`config.mk`:
```
export PLATFORM = sky130hd
export DESIGN_NAME = coffee_buyer
export DESIGN_NICKNAME = d
export VERILOG_FILES = /design/src/rtl/coffee_buyer.sv
export SDC_FILE = /design/constraint.sdc
export NUM_CORES = 1
export LEC_CHECK = 0
export BUFFER_PORTS_ARGS = -buffer_cell sky130_fd_sc_hd__clkbuf_2
export CORE_MARGIN = 2
export CORE_UTILIZATION = 33
export CTS_BUF_LIST = sky130_fd_sc_hd__clkbuf_8
export DETAILED_ROUTE_END_ITERATION = 7
export GPL_TIMING_DRIVEN = 1
export PLACE_DENSITY = 0.55
export SYNTH_ARGS = -nofsm -noshare
export SYNTH_HDL_FRONTEND = slang
export SYNTH_SLANG_ARGS = --single-unit
```
`constraint.sdc`:
```
create_clock -name i_clk -period 2.9 [get_ports i_clk]
set_clock_uncertainty 0.05 [all_clocks]
set_input_delay 0.58 -clock i_clk [delete_from_list [all_inputs] [get_ports i_clk]]
set_output_delay 0.58 -clock i_clk [all_outputs]
set_load 0.02 [all_outputs]
```
`src/rtl/coffee_buyer.sv`:
```
// Payment master for the coffee vending FSM: pays for N coffees coin by coin and checks each coffee response.
// Latency: first coin in the cycle after accept, then one coin every 1+GAP cycles; done in the cycle after the last coin.
// Backpressure: req_ready is high only in IDLE; req_valid is ignored otherwise, and ERROR holds until reset.
module coffee_buyer #(
    parameter int COUNT_W = 4,
    parameter int CNT_W   = 8,
    parameter int GAP     = 1
) (
    input  logic               i_clk,
    input  logic               i_reset_n,
    input  logic               i_req_valid,
    input  logic [COUNT_W-1:0] i_req_count,
    input  logic               i_dimes_only,
    output logic               o_req_ready,
    output logic [1:0]         o_coins,
    input  logic               i_coffee,
    output logic               o_done,
    output logic               o_error,
    output logic [CNT_W-1:0]   o_nickels_spent,
    output logic [CNT_W-1:0]   o_dimes_spent
);

    typedef enum logic [2:0] {
        S_IDLE,
        S_SEND,
        S_GAP,
        S_DONE,
        S_ERROR
    } state_t;

    localparam logic [1:0]         COIN_NONE   = 2'b00;
    localparam logic [1:0]         COIN_NICKEL = 2'b10;
    localparam logic [1:0]         COIN_DIME   = 2'b01;
    localparam logic [3:0]         GAP_LAST    = 4'(GAP - 1);
    localparam logic [COUNT_W-1:0] REM_ONE     = COUNT_W'(1);
    localparam logic [CNT_W-1:0]   CNT_ONE     = CNT_W'(1);

    state_t             r_state, w_next_state;
    logic [1:0]         r_credit, w_credit_nxt;   // mirror of machine credit, in units of 5 cents
    logic [COUNT_W-1:0] r_remaining, w_remaining_nxt;
    logic               r_dimes_only;
    logic [3:0]         r_gap_cnt;
    logic [CNT_W-1:0]   r_nickels, r_dimes;

    logic               w_accept;
    logic               w_inc_nickel, w_inc_dime;
    logic               w_coin_is_dime;
    logic [2:0]         w_sum;
    logic               w_exp_coffee;
    logic [1:0]         w_credit_after;

    // Mixed policy tops up with a dime until credit is 10, then finishes with a nickel.
    assign w_coin_is_dime = r_dimes_only | (r_credit != 2'd2);
    assign w_sum          = {1'b0, r_credit} + (w_coin_is_dime ? 3'd2 : 3'd1);
    assign w_exp_coffee   = (w_sum >= 3'd3);
    assign w_credit_after = w_exp_coffee ? 2'(w_sum - 3'd3) : w_sum[1:0];

    always_comb begin
        w_next_state    = r_state;
        w_credit_nxt    = r_credit;
        w_remaining_nxt = r_remaining;
        w_accept        = 1'b0;
        w_inc_nickel    = 1'b0;
        w_inc_dime      = 1'b0;
        case (r_state)
            S_IDLE: begin
                if (i_coffee) begin
                    w_next_state = S_ERROR;
                end else if (i_req_valid) begin
                    w_accept        = 1'b1;
                    w_remaining_nxt = i_req_count;
                    w_next_state    = (i_req_count == '0) ? S_DONE : S_SEND;
                end
            end
            S_SEND: begin
                w_inc_dime   = w_coin_is_dime;
                w_inc_nickel = ~w_coin_is_dime;
                if (i_coffee == w_exp_coffee) begin
                    w_credit_nxt = w_credit_after;
                    if (w_exp_coffee) begin
                        w_remaining_nxt = r_remaining - REM_ONE;
                    end
                    w_next_state = (w_exp_coffee && r_remaining == REM_ONE) ? S_DONE : S_GAP;
                end else begin
                    w_next_state = S_ERROR;
                end
            end
            S_GAP: begin
                if (i_coffee) begin
                    w_next_state = S_ERROR;
                end else if (r_gap_cnt == GAP_LAST) begin
                    w_next_state = S_SEND;
                end
            end
            S_DONE: begin
                w_next_state = i_coffee ? S_ERROR : S_IDLE;
            end
            S_ERROR: begin
                w_next_state = S_ERROR;
            end
            default: begin
                w_next_state = S_IDLE;
            end
        endcase
    end

    always_ff @(posedge i_clk or negedge i_reset_n) begin
        if (!i_reset_n) begin
            r_state      <= S_IDLE;
            r_credit     <= 2'd0;
            r_remaining  <= '0;
            r_dimes_only <= 1'b0;
            r_gap_cnt    <= 4'd0;
            r_nickels    <= '0;
            r_dimes      <= '0;
        end else begin
            r_state     <= w_next_state;
            r_credit    <= w_credit_nxt;
            r_remaining <= w_remaining_nxt;
            if (w_accept) begin
                r_dimes_only <= i_dimes_only;
            end
            r_gap_cnt <= (r_state == S_GAP) ? r_gap_cnt + 4'd1 : 4'd0;
            if (w_inc_nickel) begin
                r_nickels <= r_nickels + CNT_ONE;
            end
            if (w_inc_dime) begin
                r_dimes <= r_dimes + CNT_ONE;
            end
        end
    end

    assign o_req_ready     = (r_state == S_IDLE);
    assign o_done          = (r_state == S_DONE);
    assign o_error         = (r_state == S_ERROR);
    assign o_coins         = (r_state != S_SEND) ? COIN_NONE :
                             (w_coin_is_dime ? COIN_DIME : COIN_NICKEL);
    assign o_nickels_spent = r_nickels;
    assign o_dimes_spent   = r_dimes;

endmodule

```
**Word level (Yosys, flattened, before mapping)**

Cells that the tools add are included.

- Add/subtract/negate cells: 6
- Order comparisons: 1
- Eq/ne operators: 14
- Mux-type cells: 24
- Bitwise gates (word level): 2
- Reduce and logical (&&, ||, !) cells: 8

Operator list:

| kind | count |
|---|---|
| two-way mux 4 bit | 5 |
| two-way mux 3 bit | 6 |
| adder 8 x 1 -> 8 bit (second input constant) | 2 |
| case mux 3 bit (5 select lines) | 1 |
| two-way mux 2 bit | 5 |
| inequality test 2 bit (second input constant) | 5 |
| logical NOT 4 bit | 2 |
| case mux 4 bit (2 select lines) | 1 |
| equality test 3 x 2 -> 1 bit (second input constant) | 2 |
| two-way mux 1 bit | 6 |
| AND reduction 5 bit | 1 |
| adder 4 x 1 -> 4 bit (second input constant) | 1 |
| equality test 4 x 1 -> 1 bit (second input constant) | 1 |
| AND reduction 2 bit | 2 |
| subtractor 4 x 1 -> 4 bit (second input constant) | 1 |
| adder 2 x 2 -> 3 bit | 1 |
| equality test 3 x 1 -> 1 bit (second input constant) | 1 |
| equality test 3 bit (second input constant) | 1 |
| greater-or-equal comparator 3 x 2 -> 1 bit (second input constant) | 1 |
| logical NOT 3 bit | 1 |
| inequality test 3 x 1 -> 1 bit (second input constant) | 1 |
| inequality test 3 x 2 -> 1 bit (second input constant) | 1 |
| inequality test 3 bit (second input constant) | 1 |
| nonzero test 2 bit | 1 |
| other kinds (5) | 5 |

- Register bits after elaboration: 30
- Input port bits: 9
- Output and inout bits: 21
- Logic and storage cells: 62

**Logic depth before layout (Yosys ltp)**

Gate-level depths: netlist of run 1.

- Word-level depth: 9
- Depth in mapped cells: 6
- Gate-level depth less buffers: 6

**Least setup slack after synthesis of run 1**

Ideal clock, no wire load.

- Kind: register -> output
- Start point: register r_state[2]
- End point: output o_coins[0]
- Arrival: 1.317 ns
- Data required time: 2.270 ns
- Slack: 0.953 ns
- Cell stages (with the launch flop): 5
- Path buffers: 2
- Cell sequence: dfrtp_1 > or3b_2 > clkbuf_1 > nor2_4 > buf_4

- Longest elaborated chain between the ends: 2

RTL lines:

| element | line | source |
|---|---|---|
| start: declaration | 38 | `state_t r_state, w_next_state;` |
| start signal: assignment | 117 | `r_state <= w_next_state;` |
| inequality test 3 x 1 -> 1 bit | 136 | `assign o_coins = (r_state != S_SEND) ? COIN_NONE :` |
| two-way mux 2 bit | 136 |  |
| end: declaration | 15 | `output logic [1:0] o_coins,` |

No other way between the ends.

**Final worst setup path of run 1**

- Start point: register r_state[0]
- End point: output o_coins[1]

Same word-level chain as after synthesis.

==> impl_metrics.ini, run 1 <==
[clock_network]
cts_root_buffer = clkbuf_8
clock_latency_ps = 270
ctsResizeCount = 0
htree_levels = 2
cts_tree = built
path_clk_slew_ps = 70
numCtsBuffers = 5
cts.sinks = 30
hold_buffers = 0
post_cts.repair.setup_buffers = 0
clockBufferDepth = 2

[yosys]
syn_avg_cell_area_um2 = 10.6
ys_seq_area_share_pct = 46.7
syn-num-nets = 168
synth_ff_type = dfrtp_1
synth-edff-count = 0
syn_area_um2 = 1610
postSynthCellCount = 151
synth_seq_cells = 30
yosysWarnings = 0
synth-async-reset-ratio_pct = 100
synth_cell_types = 42

[finish]
area_growth_pct = 17.5
drive_gt1_share_pct = 26.1
multiInputGateArea_um2 = 768
n_fill_cell = 468
regArea_um2 = 751
diodes = 0
mostFrequentLayoutCells = dfrtp_1 (30), clkbuf_2 (29), nor2_1 (12), xnor2_1 (12)
nets = 196
layoutNonFillerInstCount = 247
mostFrequentLayoutCell = dfrtp_1

[run_status]
status = finished clean

[global_route]
antenna_found_initial = 0
met3_usage_pct = 3.84
grt_busiest_layer = met2
grt_pass1_vias = 1175
grt_use_total_pct = 12.9
grt_pass1_wl_mm = 5.33
grt_overflow = 0
use_met2_pct = 21.9
grt_max_degree = 31
grt_util_met1_pct = 15.1

[drt]
antenna_left = 0
drc = 0
viasPerCell = 4.77
drt-pass1-iter-count = 4
drt_iter0_markers = 68
wl_mm = 3.25
num_vias = 1178
routedWlPerCell_um = 13.1

[die]
die_h_um = 73.8
ios = 30
die_w_um = 73.8
num_rows = 25
core_um2 = 4720
die-area_um2 = 5440
initial_utilization_pct = 34.0

[flow_run]
maxCapViolations = 0

[worst_hold_path]
min_path_type = in -> async

[sta]
setup_tns_ps = 0
fmax_ghz = 0.402
period_share_pct = 85.9
finalMaxSlewViolations = 0
rsz0062_at_grt = no
slew_headroom_pct = 51.3
hold_viol_final = 0
finalSetupViolCount = 0
worst_pin_slew_ps = 730
min_period_ps = 2490

[critical_path]
worst_ep_required_time_ps = 2270
cp.arrival_ps = 1860
crit_path_end_kind = output port
worst_setup_path_start_kind = flop
cpMaxStageDelayCell = dfrtp_1
crit_fanout = 12
worstSetupPathType = reg -> out
path_cells = inv_1 > nor4_4 > clkbuf_2
max_stage_delay_ps = 560

[pwr]
power_leakage_uw = 0.000878
ir_drop_v = 0.000214
p_per_area_nw_per_um2 = 808
finalPower_uw = 1530

[placed_design]
place_inst = 239
io_buffers = 29
gp_congestion = 0.854
dp_hpwl_mm = 2.46
[state kept, by name (all words and copies together), names as in the netlist]
name             flops
r_remaining          4
r_credit             2
r_dimes_only         1
r_gap_cnt            4
o_nickels_spent      8
r_state              3
o_dimes_spent        8
[critical path, delay by kind of cell, from the launching register on]
family        cells  cell delay [ps]
buf+inv           2              510
flops             1              560
simple gates      1              510
[layer usage]
layer / up-vias / wire (µm)
li1: 579 / -
met1: 568 / 1420
met2: 27 / 1670
met3: 4 / 125
met4: 0 / 36
met5: - / 0
[where the power goes]
part | switching, µW | total [µW] | leakage, µW | internal [µW]
logic | 296 | 497 | 0.000429 | 201
clock network | 150 | 389 | 0.0000575 | 239
registers | 124 | 640 | 0.000391 | 515
[cell families (layout without fill, tap and decap cells)]
logic type / Yosys count / in the layout / synth area share, %
fa+ha+maj: 8 / 8 / 6.23
xor+xnor: 17 / 17 / 9.27
simple gates: 56 / 56 / 20.7
compound gates: 19 / 19 / 8.18
flops: 30 / 30 / 46.7
buf+inv: 16 / 45 / 5.45
mux: 5 / 5 / 3.43
[final cells by class]
cell class	instances	share of cell area [%]
clock buffers	8	5.83
flip-flops and latches	30	39.8
inverters	8	1.59
repair buffers	29	7.69
multi-input cells	105	40.7
well taps	67	4.44
[worst paths after layout]
kind                                 endpoint  cells past startpoint  slack (ps)              from
setup / recovery                   o_coins[1]                      3         410        r_state[0]
hold / removal               o_dimes_spent[5]                      1         300         i_reset_n
min in group i_clk           o_dimes_spent[7]                      1         420  o_dimes_spent[7]
setup reg to reg           o_nickels_spent[1]                      3        1020        r_state[0]
hold reg to reg              o_dimes_spent[7]                      1         420  o_dimes_spent[7]
max in group asynchronous        r_gap_cnt[1]                      1        2030         i_reset_n
[synth_stat cells, types with 2 or more instances]
| cell type | number | area share [%] |
|---|---|---|
| dfrtp_1 | 30 | 47 |
| nor2_1 | 12 | 2.8 |
| xnor2_1 | 12 | 6.5 |
| ha_1 | 8 | 6.2 |
| inv_1 | 8 | 1.9 |
| a21oi_1 | 7 | 2.2 |
| nand4_1 | 7 | 2.7 |
| nand2_1 | 6 | 1.4 |
| nand2b_1 | 5 | 1.9 |
| xor2_1 | 5 | 2.7 |
| mux2_2 | 4 | 2.8 |
| nand3_1 | 4 | 1.2 |
| and3_1 | 3 | 1.2 |
| buf_4 | 3 | 1.4 |
| nor3_1 | 3 | 0.93 |
| nor4_1 | 3 | 1.2 |
| a211oi_1 | 2 | 0.93 |
| buf_6 | 2 | 1.4 |
| clkbuf_1 | 2 | 0.47 |
| nor3b_1 | 2 | 0.93 |
| o21ai_0 | 2 | 0.62 |
[per-stage QoR]
step | cell area, µm² | hold WS, ps | util [%] | worst slack (ps)
after detailed placement | 1780 | 414 | 37.6 | 737
after CTS | 1890 | 329 | 40.0 | 429
after floorplan | 1610 | 234 | - | 953
final | 1890 | 304 | 40.0 | 410
after global placement | 1780 | 409 | 37.6 | 793
after global routing | 1890 | 365 | 40.0 | 281
(Power assumes the default switching activity.)
==> run 2, diff against run 1 <==
--- a/config.mk
+++ b/config.mk
@@ -13,4 +13,6 @@
 export GPL_TIMING_DRIVEN = 1
 export PLACE_DENSITY = 0.55
+export SKIP_LAST_GASP = 1
+export SLEW_MARGIN = 10
 export SYNTH_ARGS = -nofsm -noshare
 export SYNTH_HDL_FRONTEND = slang
==> constraint.sdc (replaced) <==
create_clock -name i_clk -period 2.9 [get_ports i_clk]
set_clock_uncertainty 0.05 [all_clocks]
set_input_delay 0.29 -clock i_clk [delete_from_list [all_inputs] [get_ports i_clk]]
set_output_delay 0.29 -clock i_clk [all_outputs]
set_load 0.02 [all_outputs]
==> impl_metrics.ini, run 2 (synthesis gave the netlist of run 1 again) <==
[finish]
mostFrequentLayoutCell = dfrtp_1
mostFrequentLayoutCells = dfrtp_1 (30), clkbuf_2 (29), nor2_1 (12), xnor2_1 (12)
nets = 196
diodes = 0
area_growth_pct = 17.4
drive_gt1_share_pct = 26.1

[pwr]
ir_drop_v = 0.000272
clkPwrFrac_pct = 26.1
seqPwrFrac_pct = 42.1
intPower_uw = 967
switchingPower_uw = 564
pwr-share-comb_pct = 31.8
power_leakage_uw = 0.000878
p_per_area_nw_per_um2 = 812
switching_share_pct = 36.8

[die]
die_w_um = 73.8
die_h_um = 73.8
ios = 30
die-area_um2 = 5440
num_rows = 25
initial_utilization_pct = 34.0
core_um2 = 4720

[run_status]
status = finished clean

[clock_network]
clockBufferDepth = 2
cts.sinks = 30
ctsResizeCount = 0
post_cts.repair.setup_buffers = 0
numCtsBuffers = 5
hold_buffers = 0
htree_levels = 2
clock_latency_ps = 270
cts_root_buffer = clkbuf_8
path_clk_slew_ps = 60
cts_tree = built

[critical_path]
r2r_setup_slack_ps = 1050
crit_fanout = 12
r2r_start = r_state[0]
r2r_end = o_dimes_spent[1]
cp.arrival_ps = 1830
crit_buf_inv = 2
critPathTopFamily = flip-flops
cpMaxStageDelayCell = dfrtp_1
crit_path_end_kind = output port
worstSetupPathType = reg -> out
path_cells = inv_1 > nor4_4 > clkbuf_2
worst_ep_required_time_ps = 2560
max_stage_delay_ps = 540
worst_setup_path_start_kind = flop
reg2reg_depth = 3

[global_route]
antenna_found_initial = 0
grt_max_degree = 31
grt_pass1_vias = 1181
grt_pass1_wl_mm = 5.33
grt_overflow = 0
grt_use_total_pct = 13.0

[sta]
finalMaxSlewViolations = 0
holdWs_ps = 24.3
period_share_pct = 74.8
fmax_ghz = 0.461
rsz0062_at_grt = no
worst_pin_slew_ps = 750
slew_headroom_pct = 50.0
hold_viol_final = 0
min_period_ps = 2170
finalSetupViolCount = 0
setup_tns_ps = 0

[drt]
wl_mm = 3.18
antenna_left = 0
drt-pass1-iter-count = 4
drc = 0
viasPerCell = 4.88
drt_iter0_markers = 51
num_vias = 1206
routedWlPerCell_um = 12.9

[placed_design]
io_buffers = 29
gp_congestion = 0.884
dp_hpwl_mm = 2.46

[flow_run]
maxCapViolations = 0

[worst_hold_path]
min_path_type = in -> async
## run 2: layout make-up
type                            instances  area, µm²
Clock inverter                          3       40.0
Sequential cell                        30        751
Tap cell                               67       83.8
Inverter                                8       30.0
Clock buffer                            5       68.8
Timing Repair Buffer                   29        145
Fill cell                             462       2840
Multi-Input combinational cell        105        768
## run 2: through the flow
stage               instances  total power, µW  util, %  setup slack, ps  instance area [µm²]
floorplan                 151             1020        -             1230                 1610
global placement          239             1130     37.6             1090                 1780
detailed placement        239             1140     37.6             1030                 1780
CTS                       247             1550     39.9              718                 1890
global route              247             1650     39.9              569                 1890
finish                    247             1530     39.9              732                 1890
## run 2: power groups by stage
stage | clock network [µW] | registers (µW) | logic (µW)
2_1_floorplan | 0 | 636 | 388
3_3_place_gp | 0 | 642 | 484
3_5_place_dp | 0 | 648 | 495
4_1_cts | 416 | 643 | 495
5_1_grt | 439 | 662 | 548
6_report | 400 | 645 | 487
## run 2: how the worst max path moves through the flow
stage | start | endpoint | slack (ps) | cells after the start
6_report | r_state[0] | o_coins[1] | 730 | 3
5_1_grt | r_state[0] | o_coins[1] | 570 | 3
4_1_cts | r_state[0] | o_coins[1] | 720 | 3
3_5_place_dp | r_state[0] | o_coins[1] | 1030 | 3
3_3_place_gp | r_state[0] | o_coins[0] | 1090 | 3
2_1_floorplan | r_state[2] | o_dimes_spent[1] | 1230 | 4
## run 2: routing by layer
layer	vias up	routed length (µm)	GRT usage, %
met3	2	150	5.90
met1	590	1410	15.3
met4	0	9	2.42
met5	-	0	0
met2	31	1610	21.8
li1	583	-	-
